===== config.mk =====
export PLATFORM = sky130hd
export DESIGN_NAME = fetch_stage
export DESIGN_NICKNAME = d
export VERILOG_FILES = /design/src/rtl/fetch_stage.sv
export SDC_FILE = /design/constraint.sdc
export NUM_CORES = 1
export LEC_CHECK = 0
export CAP_MARGIN = 0
export CORE_MARGIN = 3
export CORE_UTILIZATION = 53
export DETAILED_ROUTE_END_ITERATION = 16
export PLACE_DENSITY = 0.8
export SLEW_MARGIN = 10
export SYNTH_ARGS = -nofsm -noshare
export SYNTH_HDL_FRONTEND = slang
export SYNTH_SLANG_ARGS = --single-unit
export TNS_END_PERCENT = 50

===== constraint.sdc =====
create_clock -name i_clk -period 3.65 [get_ports i_clk]
set_input_delay 0.365 -clock i_clk [delete_from_list [all_inputs] [get_ports i_clk]]
set_output_delay 0.365 -clock i_clk [all_outputs]
set_load 0.03 [all_outputs]

===== src/rtl/fetch_stage.sv =====
// fetch_stage: PC generation, credit-limited imem requests, in-order response FIFO, redirect flush/discard.
module fetch_stage #(
  parameter logic [31:0] RESET_PC = 32'h0000_0000,
  parameter int          DEPTH    = 2
) (
  input  logic        i_clk,
  input  logic        i_rst_n,
  output logic        o_imem_req,
  output logic [31:0] o_imem_addr,
  input  logic        i_imem_gnt,
  input  logic        i_imem_rvalid,
  input  logic [31:0] i_imem_rdata,
  input  logic        i_redirect,
  input  logic [31:0] i_redirect_pc,
  input  logic        i_stall,
  output logic        o_valid,
  output logic [31:0] o_instr,
  output logic [31:0] o_pc
);
  localparam int AW = $clog2(DEPTH);
  localparam int CW = AW + 1;
  logic [31:0]   pc;
  logic [CW-1:0] outstanding, count, discard, out_next;
  logic [CW:0]   credit;
  logic [AW-1:0] rd, wr, prd, pwr;
  logic [31:0]   f_instr [DEPTH];
  logic [31:0]   f_pc    [DEPTH];
  logic [31:0]   pcq     [DEPTH];
  logic          fire, resp, push, pop;
  always_comb begin
    credit      = {1'b0, outstanding} + {1'b0, count};
    o_imem_req  = i_rst_n && !i_redirect && credit < (CW+1)'(DEPTH);
    o_imem_addr = pc;
    fire        = o_imem_req && i_imem_gnt;
    resp        = i_imem_rvalid && outstanding != '0;
    push        = resp && discard == '0 && !i_redirect;
    o_valid     = count != '0 && !i_redirect;
    pop         = o_valid && !i_stall;
    out_next    = outstanding + CW'(fire) - CW'(resp);
    o_instr     = f_instr[rd];
    o_pc        = f_pc[rd];
  end
  always_ff @(posedge i_clk or negedge i_rst_n) begin
    if (!i_rst_n) begin
      pc          <= RESET_PC & ~32'h3;
      outstanding <= '0;
      count       <= '0;
      discard     <= '0;
      rd          <= '0;
      wr          <= '0;
      prd         <= '0;
      pwr         <= '0;
      for (int i = 0; i < DEPTH; i++) begin
        f_instr[i] <= '0;
        f_pc[i]    <= '0;
        pcq[i]     <= '0;
      end
    end else begin
      outstanding <= out_next;
      if (fire) begin
        pcq[pwr] <= pc;
        pwr      <= pwr + 1'b1;
      end
      // the PC queue tracks every in-flight request, stale or not, so it is never flushed
      if (resp) prd <= prd + 1'b1;
      if (push) begin
        f_instr[wr] <= i_imem_rdata;
        f_pc[wr]    <= pcq[prd];
      end
      if (i_redirect) begin
        pc      <= i_redirect_pc & ~32'h3;
        discard <= out_next;
        rd      <= '0;
        wr      <= '0;
        count   <= '0;
      end else begin
        pc      <= fire ? pc + 32'd4 : pc;
        discard <= discard - CW'(resp && discard != '0);
        wr      <= wr + AW'(push);
        rd      <= rd + AW'(pop);
        count   <= count + CW'(push) - CW'(pop);
      end
    end
  end
  a_align:    assert property (@(posedge i_clk) disable iff (!i_rst_n) o_imem_addr[1:0] == 2'b00);
  a_credit:   assert property (@(posedge i_clk) disable iff (!i_rst_n) credit <= (CW+1)'(DEPTH));
  a_discard:  assert property (@(posedge i_clk) disable iff (!i_rst_n) discard <= outstanding);
  a_redirect: assert property (@(posedge i_clk) disable iff (!i_rst_n) !(o_valid && i_redirect));
  a_protocol: assert property (@(posedge i_clk) disable iff (!i_rst_n) !(i_imem_rvalid && outstanding == '0));
endmodule


After elaboration in Yosys (flattened, before gate mapping)
Index checks and enable logic that the tools add are counted.
{"block": "word_totals", "reg_bits": 234, "in_bits": 70, "output_inout_bits": 98, "elab_cells": 76}
{"block": "classes", "addsub": 11, "order_cmp": 7, "n_mux": 22, "n_bitwise": 4, "reduce_logical": 18}
{"operator": "$mux 32", "count": 13}
{"operator": "$bwmux 64", "count": 3}
{"operator": "$demux 32 s1", "count": 2}
{"operator": "$add 32x3->32 const B", "count": 1}
{"operator": "$logic_and 1x1->1", "count": 11}
{"operator": "$ge 2x2->1 const B", "count": 4}
{"operator": "$not 1->2", "count": 4}
{"operator": "$reduce_bool 2->1", "count": 4}
{"operator": "$sub 2x1->2", "count": 3}
{"operator": "$add 2x1->2", "count": 2}
{"operator": "$lt 2x1->1 const B", "count": 2}
{"operator": "$mux 2", "count": 2}
{"operator": "$add 2x2->3", "count": 1}
{"operator": "$lt 3x2->1 const B", "count": 1}
{"operator": "$add 1x1->1", "count": 2}
{"operator": "$add 1x1->1 const B", "count": 2}
{"operator": "$logic_not 1->1", "count": 2}
{"operator": "$logic_not 2->1", "count": 1}
{"operator": "$mux 1", "count": 2}

Logic depth before layout (Yosys ltp)
{"block": "depth", "word_depth": 7, "ltp_mapped": 13}

Worst setup path after synthesis
No wires, ideal clock.
{"block": "synth_path", "path_kind": "register to register", "startpoint": "reg count[0]", "endpoint": "reg discard[1]", "setup_ns": 0.134, "arrival_ns": 2.965, "required_ns": 3.516, "slack_ns": 0.551, "stages_incl_launch_ff": 14, "n_path_buf": 1, "synth_period_minus_slack_ns": 3.099, "path_cell_list": "dfrtp_1 > and2_1 > fa_1 > nor4b_2 > and2_1 > buf_2 > inv_1 > ha_1 > inv_1 > ha_1 > xnor2_1 > xnor2_1 > nand2_1 > o21ai_0"}
{"block": "synth_via", "elab_chain_len": 7}
{"item": "start: declaration", "line": "23", "rtl": "logic [CW-1:0] outstanding, count, discard, out_next;"}
{"item": "start signal: assignment", "line": "81", "rtl": "count <= count + CW'(push) - CW'(pop);"}
{"item": "$add 2x2->3", "line": "31", "rtl": "credit = {1'b0, outstanding} + {1'b0, count};"}
{"item": "$lt 3x2->1", "line": "32", "rtl": "o_imem_req = i_rst_n && !i_redirect && credit < (CW+1)'(DEPTH);"}
{"item": "$logic_and 1x1->1", "line": "32"}
{"item": "via o_imem_req", "line": "8", "rtl": "output logic o_imem_req,"}
{"item": "$logic_and 1x1->1", "line": "34", "rtl": "fire = o_imem_req && i_imem_gnt;"}
{"item": "$add 2x1->2", "line": "39", "rtl": "out_next = outstanding + CW'(fire) - CW'(resp);"}
{"item": "$sub 2x1->2", "line": "39"}
{"item": "via out_next[1]", "line": "23"}
{"item": "$mux 2", "line": "70", "rtl": "if (i_redirect) begin"}
{"item": "end signal: assignment", "line": "72", "rtl": "discard <= out_next;"}
{"item": "end signal: assignment", "line": "78", "rtl": "discard <= discard - CW'(resp && discard != '0);"}
{"item": "end: declaration", "line": "23"}
The timed path passes the listed nets, and every way through them passes these cells.
A chain may end at the register's enable or synchronous reset.

Worst setup path after layout
{"block": "layout_path", "startpoint": "reg count[0]", "endpoint": "out o_imem_req"}
{"block": "layout_via", "elab_chain_len": 3}
{"item": "$add 2x2->3", "line": "31"}
{"item": "$lt 3x2->1", "line": "32"}
{"item": "$logic_and 1x1->1", "line": "32"}
{"item": "end: declaration", "line": "8"}
Every way passes these cells.

==> out/qor.yml <==
relSlewSlack_pct: 39.34
worst_ep_required_time_ns: 3.28
hpwl_um: 14170
drt-pass1-iter-count: 7
core_mm2: 0.01827
htree_num_levels: 1
hold_slack_ns: 0.3643
synth_commonest_cells: "dfrtp_1 (224), mux2_2 (178), nor2_1 (70), a21oi_1 (61), nand2_1 (50)"
drc: 0
use_met1_pct: 31.45
final_util_pct: 69.27
dpl.cell_count: 1183
synth_top_area_share_pct: 55.93
synth-compound-area-share_pct: 5.643
synth_top_family_by_area: "multiplexers"
path_clk_slew_ns: 0.06
grt_use_met2_pct: 32.86
grt.total_usage_pct: 20.99
ioPinCount: 168
antenna_found_initial: 0
synth_fa_ha_area_share_pct: 1.199
slew_violations: 0
wl_um: 21530
ys.flop_type: "dfrtp_1"
drv_cap: 0
synthesis.instances: 830
stdcell_area_mm2: 0.01266
fin_skew_ns: 0.01137
peakVddDrop_v: 0.0003757
critical_path_class: "register to primary output"
drt_iter0_drc: 328
synth_seq_cells: 224
grt_pass1_vias: 6942
leakage_nw: 5.600
synthArstFlopShare_pct: 100.0
met3_usage_pct: 3.461
num_vias: 6842
num_rows: 49
crit_fanout: 3
r2r_cells: 12
grt_first_pass_wirelength_um: 35220
placed_cell_area_mm2: 0.01185
grt-busiest-layer: "met2"
setup_ws_ns: 0.6832
synth-simple-area-share_pct: 8.976
hold_violations: 0
finalSetupViolations: 0
ys_seq_area_share_pct: 55.93
wire_per_inst_um: 17.54
synth-edff-count: 0
fin_crit_sh_pct: 81.28
critPathLaunchType: "register"
dp_slack_ns: 0.6904
synthXorXnorAreaFrac_pct: 2.272
fin_nets: 1060
total_power_mw: 10.76
die_w_um: 143.5
grt_overflow: 0
cts_tree: "yes"
critical_path_arrival_ns: 2.60
rsz0062_at_grt: "no"
antenna_left: 0
seq_area_mm2: 0.005607
grt_start_max_net_pins: 75
clock.fmax_mhz: 337.1
viasPerCell: 5.576
status: "complete, no violations"
num_antenna_cells: 0
worstMarginPinSlew_ns: 0.9098
fin_tns_setup_ns: 0
multi_input_area_mm2: 0.004178
gp_congestion: 0.8351
endpoint_kind: "primary output"
numCtsBuffers: 24
synth_area_leaders: "dfrtp_1 (56%), mux2_2 (20%), mux2i_1 (3.2%)"
start_util_pct: 54.86
clock_latency_ns: 0.51
cts-root-buf: "clkbuf_16"
syn_area_per_cell_um2: 12.07
synth.most_common_cell: "dfrtp_1"
synth_largest_area_cell: "dfrtp_1"
stdcell_count: 1227
syn_to_final_growth_pct: 26.28
drive_gt1_share_pct: 24.35
yosys_warnings: 0
netlist_area_mm2: 0.01002
fin_crit_ns: 2.967
synth_mux_area_share_pct: 23.20
io_buffer_count: 161
synth.distinct_cells: 42
dieArea_mm2: 0.02060
cts_sinks: 224
fillers: 1333
die_y_um: 143.5
worstHoldPathType: "input port to asynchronous set/reset pin"
p_per_area_mw_per_mm2: 849.9
cts_buffer_depth: 3
[cells by family (layout without fill, tap and decap cells)]
| kind of cell | after synthesis | after routing |
|---|---|---|
| xor+xnor | 26 | 26 |
| compound gates | 107 | 107 |
| flops | 224 | 224 |
| simple gates | 186 | 186 |
| fa+ha+maj | 9 | 9 |
| other cells | 1 | 4 |
| buf+inv | 67 | 232 |
| mux | 210 | 210 |
[worst max-delay path: stages (launching register included)]
cell and delay (ns):
dfrtp_1 0.40, and2_1 0.18, fa_1 0.48, nor4b_2 0.30, clkdlybuf4s50_1 0.74
[state kept, by name, summed over array words and instances, names as in the netlist]
register,cells
o_imem_addr,30
count,2
prd,1
f_instr,64
outstanding,2
pwr,1
f_pc,60
rd,1
pcq,60
discard,2
wr,1
[where the power goes]
group | leakage (nW) | total [mW] | switching [mW] | internal [mW]
Clock | 0.392 | 2.39 | 0.930 | 1.46
Combinational | 2.40 | 4.27 | 2.19 | 2.08
Sequential | 2.81 | 4.09 | 0.593 | 3.50
Total | 5.60 | 10.8 | 3.71 | 7.04
[path summary, 6_finish.rpt]
check | end | slack (ns) | startpoint
worst max-delay path | o_imem_req | 0.68 | count[0]
worst min-delay path | f_instr[15] | 0.36 | i_rst_n
worst max register to register | discard[1] | 0.73 | count[0]
worst min register to register | pcq[17] | 0.48 | pcq[17]
max in group asynchronous | rd | 2.00 | i_rst_n
min in group i_clk | o_imem_addr[9] | 0.41 | i_redirect
[what timing repair did]
| item | in CTS | in global routing |
|---|---|---|
| setup buffers | 0 | 0 |
| gates resized for setup | 0 | 0 |
| setup endpoints to repair | 0 | 0 |
| hold buffers | 1 | 0 |
| endpoints found under the hold margin | 43 | 0 |
[cells in the final DEF (no fill, tap or decap), types with 13 or more instances in the layout]
master and instances:
a21oi_1 61, buf_4 13, clkbuf_16 25, clkdlybuf4s50_1 159, dfrtp_1 223, inv_1 13
mux2_2 178, mux2i_1 32, nand2_1 50, nand3_1 13, nor2_1 70, o21ai_0 36
xnor2_1 13, xor2_1 13
[layout make-up]
| type | instances | share of cell area (%) |
|---|---|---|
| Multi-Input combinational cell | 542 | 33.01 |
| Timing Repair Buffer | 176 | 13.74 |
| Clock inverter | 5 | 0.4152 |
| Inverter | 13 | 0.3856 |
| Sequential cell | 224 | 44.30 |
| Clock buffer | 38 | 5.882 |
| Tap cell | 229 | 2.264 |
[per-layer routing]
metal / routed length, um / vias to the layer above
met5: 0 / -
met4: 331 / 0
met3: 1216 / 33
met2: 9678 / 214
met1: 10300 / 3396
li1: - / 3199
(Power assumes the default switching activity.)
